[config.mk]
export PLATFORM = sky130hd
export DESIGN_NAME = counter_modn_field
export DESIGN_NICKNAME = d
export VERILOG_FILES = /design/src/rtl/clock_pkg.sv /design/src/rtl/counter_modn_field.sv
export SDC_FILE = /design/constraint.sdc
export NUM_CORES = 1
export LEC_CHECK = 0
export ABC_AREA = 1
export CORE_MARGIN = 8
export CORE_UTILIZATION = 39
export CTS_CLUSTER_SIZE = 25
export DETAILED_ROUTE_END_ITERATION = 8
export PLACE_DENSITY = 0.78
export SYNTH_ARGS = -nofsm -noshare
export SYNTH_HDL_FRONTEND = slang
export SYNTH_SLANG_ARGS = --single-unit
[constraint.sdc]
create_clock -name Clk -period 1.4 [get_ports Clk]
set_input_delay 0.28 -clock Clk [delete_from_list [all_inputs] [get_ports Clk]]
set_output_delay 0.28 -clock Clk [all_outputs]
set_load 0.05 [all_outputs]
[src/rtl/clock_pkg.sv]
// Shared clock-field definitions: operating mode codes used by every field counter.
package clock_pkg;

  typedef enum logic [1:0] {
    MODE_RUN       = 2'd0,
    MODE_SET_SEC   = 2'd1,
    MODE_SET_MIN   = 2'd2,
    MODE_SET_HOURS = 2'd3
  } mode_e;

endpackage

[src/rtl/counter_modn_field.sv]
// Modulo-N up/down counter for one clock field (sec/min/hours) with guarded load,
// set-mode single-step adjust, cascade carry and wrap / load-error pulses.
module counter_modn_field
  import clock_pkg::*;
#(
  parameter int unsigned WIDTH     = 8,
  parameter int unsigned MODULUS   = 24,
  parameter int unsigned MIN_VALUE = 0,
  parameter int unsigned FIELD_ID  = 3
) (
  input  logic             Clk,
  input  logic             Clr,
  input  logic             Enable,
  input  logic             Down,
  input  logic             Load,
  input  mode_e            Mode,
  input  logic [WIDTH-1:0] Value,
  input  logic             Adj_Up,
  input  logic             Adj_Dn,
  output logic [WIDTH-1:0] Q,
  output logic             RCO,
  output logic             Wrapped,
  output logic             Load_Err
);

  if ((MODULUS < 2) ||
      ((64'(MIN_VALUE) + 64'(MODULUS) - 64'd1) > ((64'd1 << WIDTH) - 64'd1))) begin : g_param_err
    $error("counter_modn_field: range does not fit WIDTH or MODULUS < 2");
  end

  localparam int unsigned MaxValue = MIN_VALUE + MODULUS - 1;

  localparam logic [WIDTH-1:0] MinQ = WIDTH'(MIN_VALUE);
  localparam logic [WIDTH-1:0] MaxQ = WIDTH'(MaxValue);
  localparam logic [WIDTH-1:0] OneQ = WIDTH'(1);

  // Range and endpoint compares run one bit wider than the count.
  localparam logic [WIDTH:0]   MinW  = (WIDTH+1)'(MIN_VALUE);
  localparam logic [WIDTH:0]   MaxW  = (WIDTH+1)'(MaxValue);
  localparam logic [WIDTH+1:0] SpanW = (WIDTH+2)'(MODULUS - 1);

  localparam logic [1:0] FieldCode = 2'(FIELD_ID);

  // Offset from MIN_VALUE; values below the floor wrap to a huge offset and fail.
  function automatic logic in_range(input logic [WIDTH-1:0] v);
    logic [WIDTH+1:0] off;
    off = {2'b00, v} - {1'b0, MinW};
    return off <= SpanW;
  endfunction

  logic [WIDTH-1:0] q_q, q_d;
  logic             wrapped_q, wrapped_d;
  logic             load_err_q, load_err_d;

  logic [WIDTH:0] q_ext;
  logic           field_sel;
  logic           q_ok;
  logic           at_min;
  logic           at_max;
  logic           adj_one;
  logic           adj_both;

  assign q_ext     = {1'b0, q_q};
  assign field_sel = (Mode == FieldCode);
  assign q_ok      = in_range(q_q);
  assign at_min    = (q_ext == MinW);
  assign at_max    = (q_ext == MaxW);
  assign adj_one   = field_sel && (Adj_Up ^ Adj_Dn);
  assign adj_both  = field_sel && Adj_Up && Adj_Dn;

  always_comb begin
    q_d        = q_q;
    wrapped_d  = 1'b0;
    load_err_d = 1'b0;
    if (field_sel && Load) begin
      if (in_range(Value)) begin
        q_d = Value;
      end else begin
        load_err_d = 1'b1;
      end
    end else if (adj_one) begin
      // Set-mode stepping wraps silently so it never ripples into the next field.
      if (!q_ok) begin
        q_d = MinQ;
      end else if (Adj_Up) begin
        q_d = at_max ? MinQ : q_q + OneQ;
      end else begin
        q_d = at_min ? MaxQ : q_q - OneQ;
      end
    end else if (adj_both) begin
      q_d = q_q;
    end else if (Enable) begin
      if (!q_ok) begin
        q_d = MinQ;
      end else if (!Down) begin
        if (at_max) begin
          q_d       = MinQ;
          wrapped_d = 1'b1;
        end else begin
          q_d = q_q + OneQ;
        end
      end else begin
        if (at_min) begin
          q_d       = MaxQ;
          wrapped_d = 1'b1;
        end else begin
          q_d = q_q - OneQ;
        end
      end
    end
  end

  always_ff @(posedge Clk or negedge Clr) begin
    if (!Clr) begin
      q_q        <= MinQ;
      wrapped_q  <= 1'b0;
      load_err_q <= 1'b0;
    end else begin
      q_q        <= q_d;
      wrapped_q  <= wrapped_d;
      load_err_q <= load_err_d;
    end
  end

  // Combinational so a cascaded field sees the carry on the same edge.
  always_comb begin
    RCO = Enable && (Down ? at_min : at_max);
  end

  assign Q        = q_q;
  assign Wrapped  = wrapped_q;
  assign Load_Err = load_err_q;

endmodule

; ---- Yosys cells after proc, flatten, opt, wreduce, memory -nomap -nowiden
; Cells that the tools add are included.
[totals]
ff_bits = 10
output_inout_bits = 11
[classes]
n_addsub = 2
order_cmp = 2
n_eq_ne = 4
n_mux = 22
bitwise = 1
reduce_logical = 8
[op_table]
columns = op, n
row1 = two-way mux 8 bit, 11
row2 = less-or-equal comparator 8 x 5 -> 1 bit (second input constant), 2
row3 = two-way mux 1 bit, 11
row4 = zero test 9 bit, 1
row5 = adder 8 x 1 -> 8 bit (second input constant), 1
row6 = equality test 8 x 5 -> 1 bit (second input constant), 1
row7 = subtractor 8 x 1 -> 8 bit (second input constant), 1
row8 = logical AND 1 bit, 5
row9 = != test 3 x 2 -> 1 bit (second input constant), 1
row10 = AND reduction 3 bit, 1
row11 = nonzero test 3 bit, 1
row12 = equality test 2 bit (second input constant), 1
row13 = != test 2 x 1 -> 1 bit (second input constant), 1
row14 = XOR 1 bit, 1

; ---- Depth between registers and ports, before layout
[logic_depth]
word_depth = 8
ltp_mapped = 10

; ---- Worst setup path before layout
; Ideal clock, no wire load.
[synth_timing]
path_type = reg2out
start = register q_q[0] (netlist: Q[0])
end = output RCO
t_arrival_ns = 1.772
t_required_ns = 1.120
slack_ns = -0.652
path_stages_with_launch = 9
path_cell_list = dfrtp_1 -> inv_1 -> ha_1 -> nand2_2 -> nor2_1 -> nand2_2 -> nand2_1 -> nand3_1 -> inv_1
[synth_via]
elab_chain_cells = 3
elab_cells_between_ends = 4
cone_classes = 1 x eq/ne / 1 x mux / 2 x reduce/logical
[synth_rtl]
columns = element, line_no
row1 = from (decl), counter_modn_field.sv:51  ; logic [WIDTH-1:0] q_q, q_d;
row2 = from (signal assigned), counter_modn_field.sv:115  ; q_q <= MinQ;
row3 = from (signal assigned), counter_modn_field.sv:119  ; q_q <= q_d;
row4 = equality test 8 x 5 -> 1 bit / zero test 9 bit (equally long branches), "counter_modn_field.sv:67, counter_modn_field.sv:66"
row5 = two-way mux 1 bit *, counter_modn_field.sv:127  ; RCO = Enable && (Down ? at_min : at_max);
row6 = logical AND 1 bit *, counter_modn_field.sv:127
row7 = to (decl), counter_modn_field.sv:21  ; output logic RCO,
; Mark *: on every way between the ends. The rest lies on a longest branch, timed or not.

; ---- Worst setup path after layout
[layout_timing]
start = register q_q[0] (netlist: Q[0])
end = register q_q[1] (netlist: Q[1])
[layout_via]
elab_chain_cells = 8
elab_cells_between_ends = 15
cone_classes = 2 x add/sub / 1 x order compare / 1 x eq/ne / 10 x mux / 1 x reduce/logical
[layout_rtl]
columns = element, line_no
row1 = "adder 8 x 1 -> 8 bit, or another cell as far along", "counter_modn_field.sv:86, counter_modn_field.sv:100"
row2 = two-way mux 8 bit (on tied branches), -
row3 = two-way mux 8 bit, counter_modn_field.sv:95  ; end else if (!Down) begin
row4 = two-way mux 8 bit, counter_modn_field.sv:93  ; if (!q_ok) begin
row5 = two-way mux 8 bit, counter_modn_field.sv:92  ; end else if (Enable) begin
row6 = two-way mux 8 bit, counter_modn_field.sv:90  ; end else if (adj_both) begin
row7 = two-way mux 8 bit *, counter_modn_field.sv:81  ; end else if (adj_one) begin
row8 = two-way mux 8 bit *, counter_modn_field.sv:75  ; if (field_sel && Load) begin
; Mark *: on every way between the ends. The rest lies on a longest branch, timed or not. The select of a mux whose other input is x is not followed.
; A chain may end at the register's enable or synchronous reset.

==> impl_metrics.json <==
{
  "status": "finished with violations",
  "violations": "negative setup slack",
  "ys_types": 17,
  "critical_path.cell_chain": "inv_4, ha_4, nand2_4, nor2_4, nand2_2, buf_4, buf_6, buf_6, buf_6, nand3_2, nand2_1, nand2_1, nand2_2, a21oi_2",
  "holdWs_ns": 0.3446,
  "arrival_ns": 2.09,
  "grt_max_degree": 11,
  "tightest_slew_ns": 0.4860,
  "cts_root_buf": "clkbuf_4",
  "synth_area_um2": 910.9,
  "critical-path-top-delay-family": "buffers and inverters",
  "rows": 17,
  "path_buf_inv": 5,
  "maxSlewViolCount": 0,
  "drv_cap": 0,
  "multiInputGateArea_um2": 703.2,
  "gp_congestion": 0.9173,
  "cts_tree": "yes",
  "cts_made_buffers": 3,
  "criticalPathCategory": "reg -> reg",
  "firstDrtPassIters": 4,
  "synth_nets": 171,
  "nFillCells": 145,
  "grtUsageTotal_pct": 15.31,
  "synth_warnings": 0,
  "slew-limit-headroom_pct": 67.50,
  "grt_pass1_vias": 1246,
  "num_antenna_cells": 0,
  "cts.sinks": 10,
  "min_path_type": "in -> async",
  "slowest_stage": "dfrtp_4",
  "syn_to_final_growth_pct": 92.99,
  "p_leak_uw": 0.0008733,
  "die_y_um": 64.33,
  "power_uw": 2194,
  "setup_viol": 10,
  "coreArea_um2": 2212,
  "synth.avg_cell_area_um2": 5.993,
  "gr-total-overflow": 0,
  "antenna_found_initial": 0,
  "rsz0062_at_grt": "true",
  "drive_gt1_share_pct": 44.65,
  "ir_drop_mv": 0.9365,
  "max_freq_ghz": 0.5283,
  "clockBufferDepth": 2,
  "start_util_pct": 41.18,
  "clk_latency_ns": 0.26,
  "ant_nets": 0,
  "fin_crit_ns": 1.893,
  "ys_seq_area_share_pct": 27.47,
  "fin_skew_ns": 0.004862,
  "drc": 0,
  "wl_per_cell_um": 14.68,
  "hold_viol": 0,
  "dp_hpwl_mm": 2.571,
  "dieArea_um2": 4138,
  "port_buffers": 27,
  "synth_cells": 152,
  "viasPerCell": 5.259,
  "vias": 1278,
  "cpPeakStageDelay_ns": 0.51,
  "path_clk_slew_ns": 0.07,
  "seq_area_um2": 260.3,
  "routed_wl_mm": 3.567,
  "pre_cts_slack_ns": -0.3068,
  "powerDensity_nw_per_um2": 1248,
  "tns_ns": -3.080,
  "critPathLaunchType": "register",
  "end_kind": "register",
  "synth-seq-cells": 10,
  "path_max_fanout": 5,
  "crit_top_cell": "buf_6",
  "fin_nets": 236,
  "cp.required_ns": 1.59,
  "cts_hold_buf": 0,
  "drtIter0Drc": 62,
  "dieWidth_um": 64.33,
  "fin_crit_sh_pct": 135.2,
  "h-tree-depth": 1,
  "grt_pass1_wl_mm": 5.264,
  "ioPinCount": 28,
  "layout_setup_ws_ns": -0.4929
}
==> cells by family after synthesis <==
family | after synthesis | synth area share, %
AO/OA/AOI/OAI | 15 | 8.517
adder cells (fa/ha/maj) | 2 | 2.747
buffers and inverters | 21 | 8.929
flip-flops | 10 | 27.47
AND/OR/NAND/NOR | 104 | 52.34
==> timing repair <==
item	in CTS	in global routing
pin swaps	7	13
setup endpoints to repair	8	11
resized for setup	6	27
setup buffers	2	4
==> sequential cells by signal, summed over array words and instances (netlist names) <==
| signal | flops |
|---|---|
| Q | 8 |
| Load_Err | 1 |
| Wrapped | 1 |
==> cell usage in the layout (no fill, tap or decap), drive strengths merged <==
cell	instances
a21oi	12
buf	44
clkbuf	3
clkdlybuf4s50	15
clkinvlp	1
dfrtp	10
dlymetal6s2s	1
ha	2
inv	20
nand2	54
nand3	22
nand4	3
nor2	23
nor3	2
o21ai	2
o21bai	1
==> where the power goes <==
part           total (µW)  internal [µW]  switching [µW]  leakage [µW]
Clock                 196           99.2            96.7     0.0000138
Sequential            415            353            62.0      0.000120
Combinational        1580            720             863      0.000740
==> area by class of cell <==
type / instances / area share [%]
clock buffer: 3 / 1.281
inverter: 21 / 4.982
multi-input combinational: 121 / 40.00
sequential: 10 / 14.80
tap: 28 / 1.993
timing repair buffer: 60 / 36.94
==> routing by layer <==
layer | vias to the layer above | routed length [µm] | track usage (%)
li1 | 617 | - | -
met1 | 580 | 1256 | 16.68
met2 | 64 | 1944 | 27.70
met3 | 17 | 220 | 3.310
met4 | 0 | 146 | 6.540
met5 | - | 0 | 0
==> Yosys cell counts, drive strengths merged <==
cell / n / area share (%)
nand2: 54 / 25
nor2: 23 / 9.5
nand3: 22 / 13
inv: 21 / 8.9
a21oi: 12 / 6.6
dfrtp: 10 / 27
nand4: 3 / 2.1
ha: 2 / 2.7
nor3: 2 / 2.3
o21ai: 2 / 1.1
o21bai: 1 / 0.82
==> final timing paths <==
path	start	to	slack, ns	cells past startpoint
worst min-delay path	Clr	Q[0]	0.34	1
worst max register to register	Q[0]	Q[1]	-0.49	14
max in group asynchronous	Clr	Q[0]	0.69	1
worst min register to register	Q[6]	Q[6]	0.63	3
min in group Clk	Mode[1]	Wrapped	0.42	4
worst max-delay path	Q[0]	Q[1]	-0.49	14
==> stage by stage <==
| stage | cell area, µm² | util, % | instances |
|---|---|---|---|
| 5_1_grt | 1758 | 79.47 | 243 |
| 4_1_cts | 1634 | 73.87 | 239 |
| 6_report | 1758 | 79.47 | 243 |
| 2_1_floorplan | 959.7 | - | 152 |
| 3_5_place_dp | 1578 | 71.32 | 234 |
| 3_3_place_gp | 1578 | 71.32 | 234 |
(Power assumes the default switching activity.)
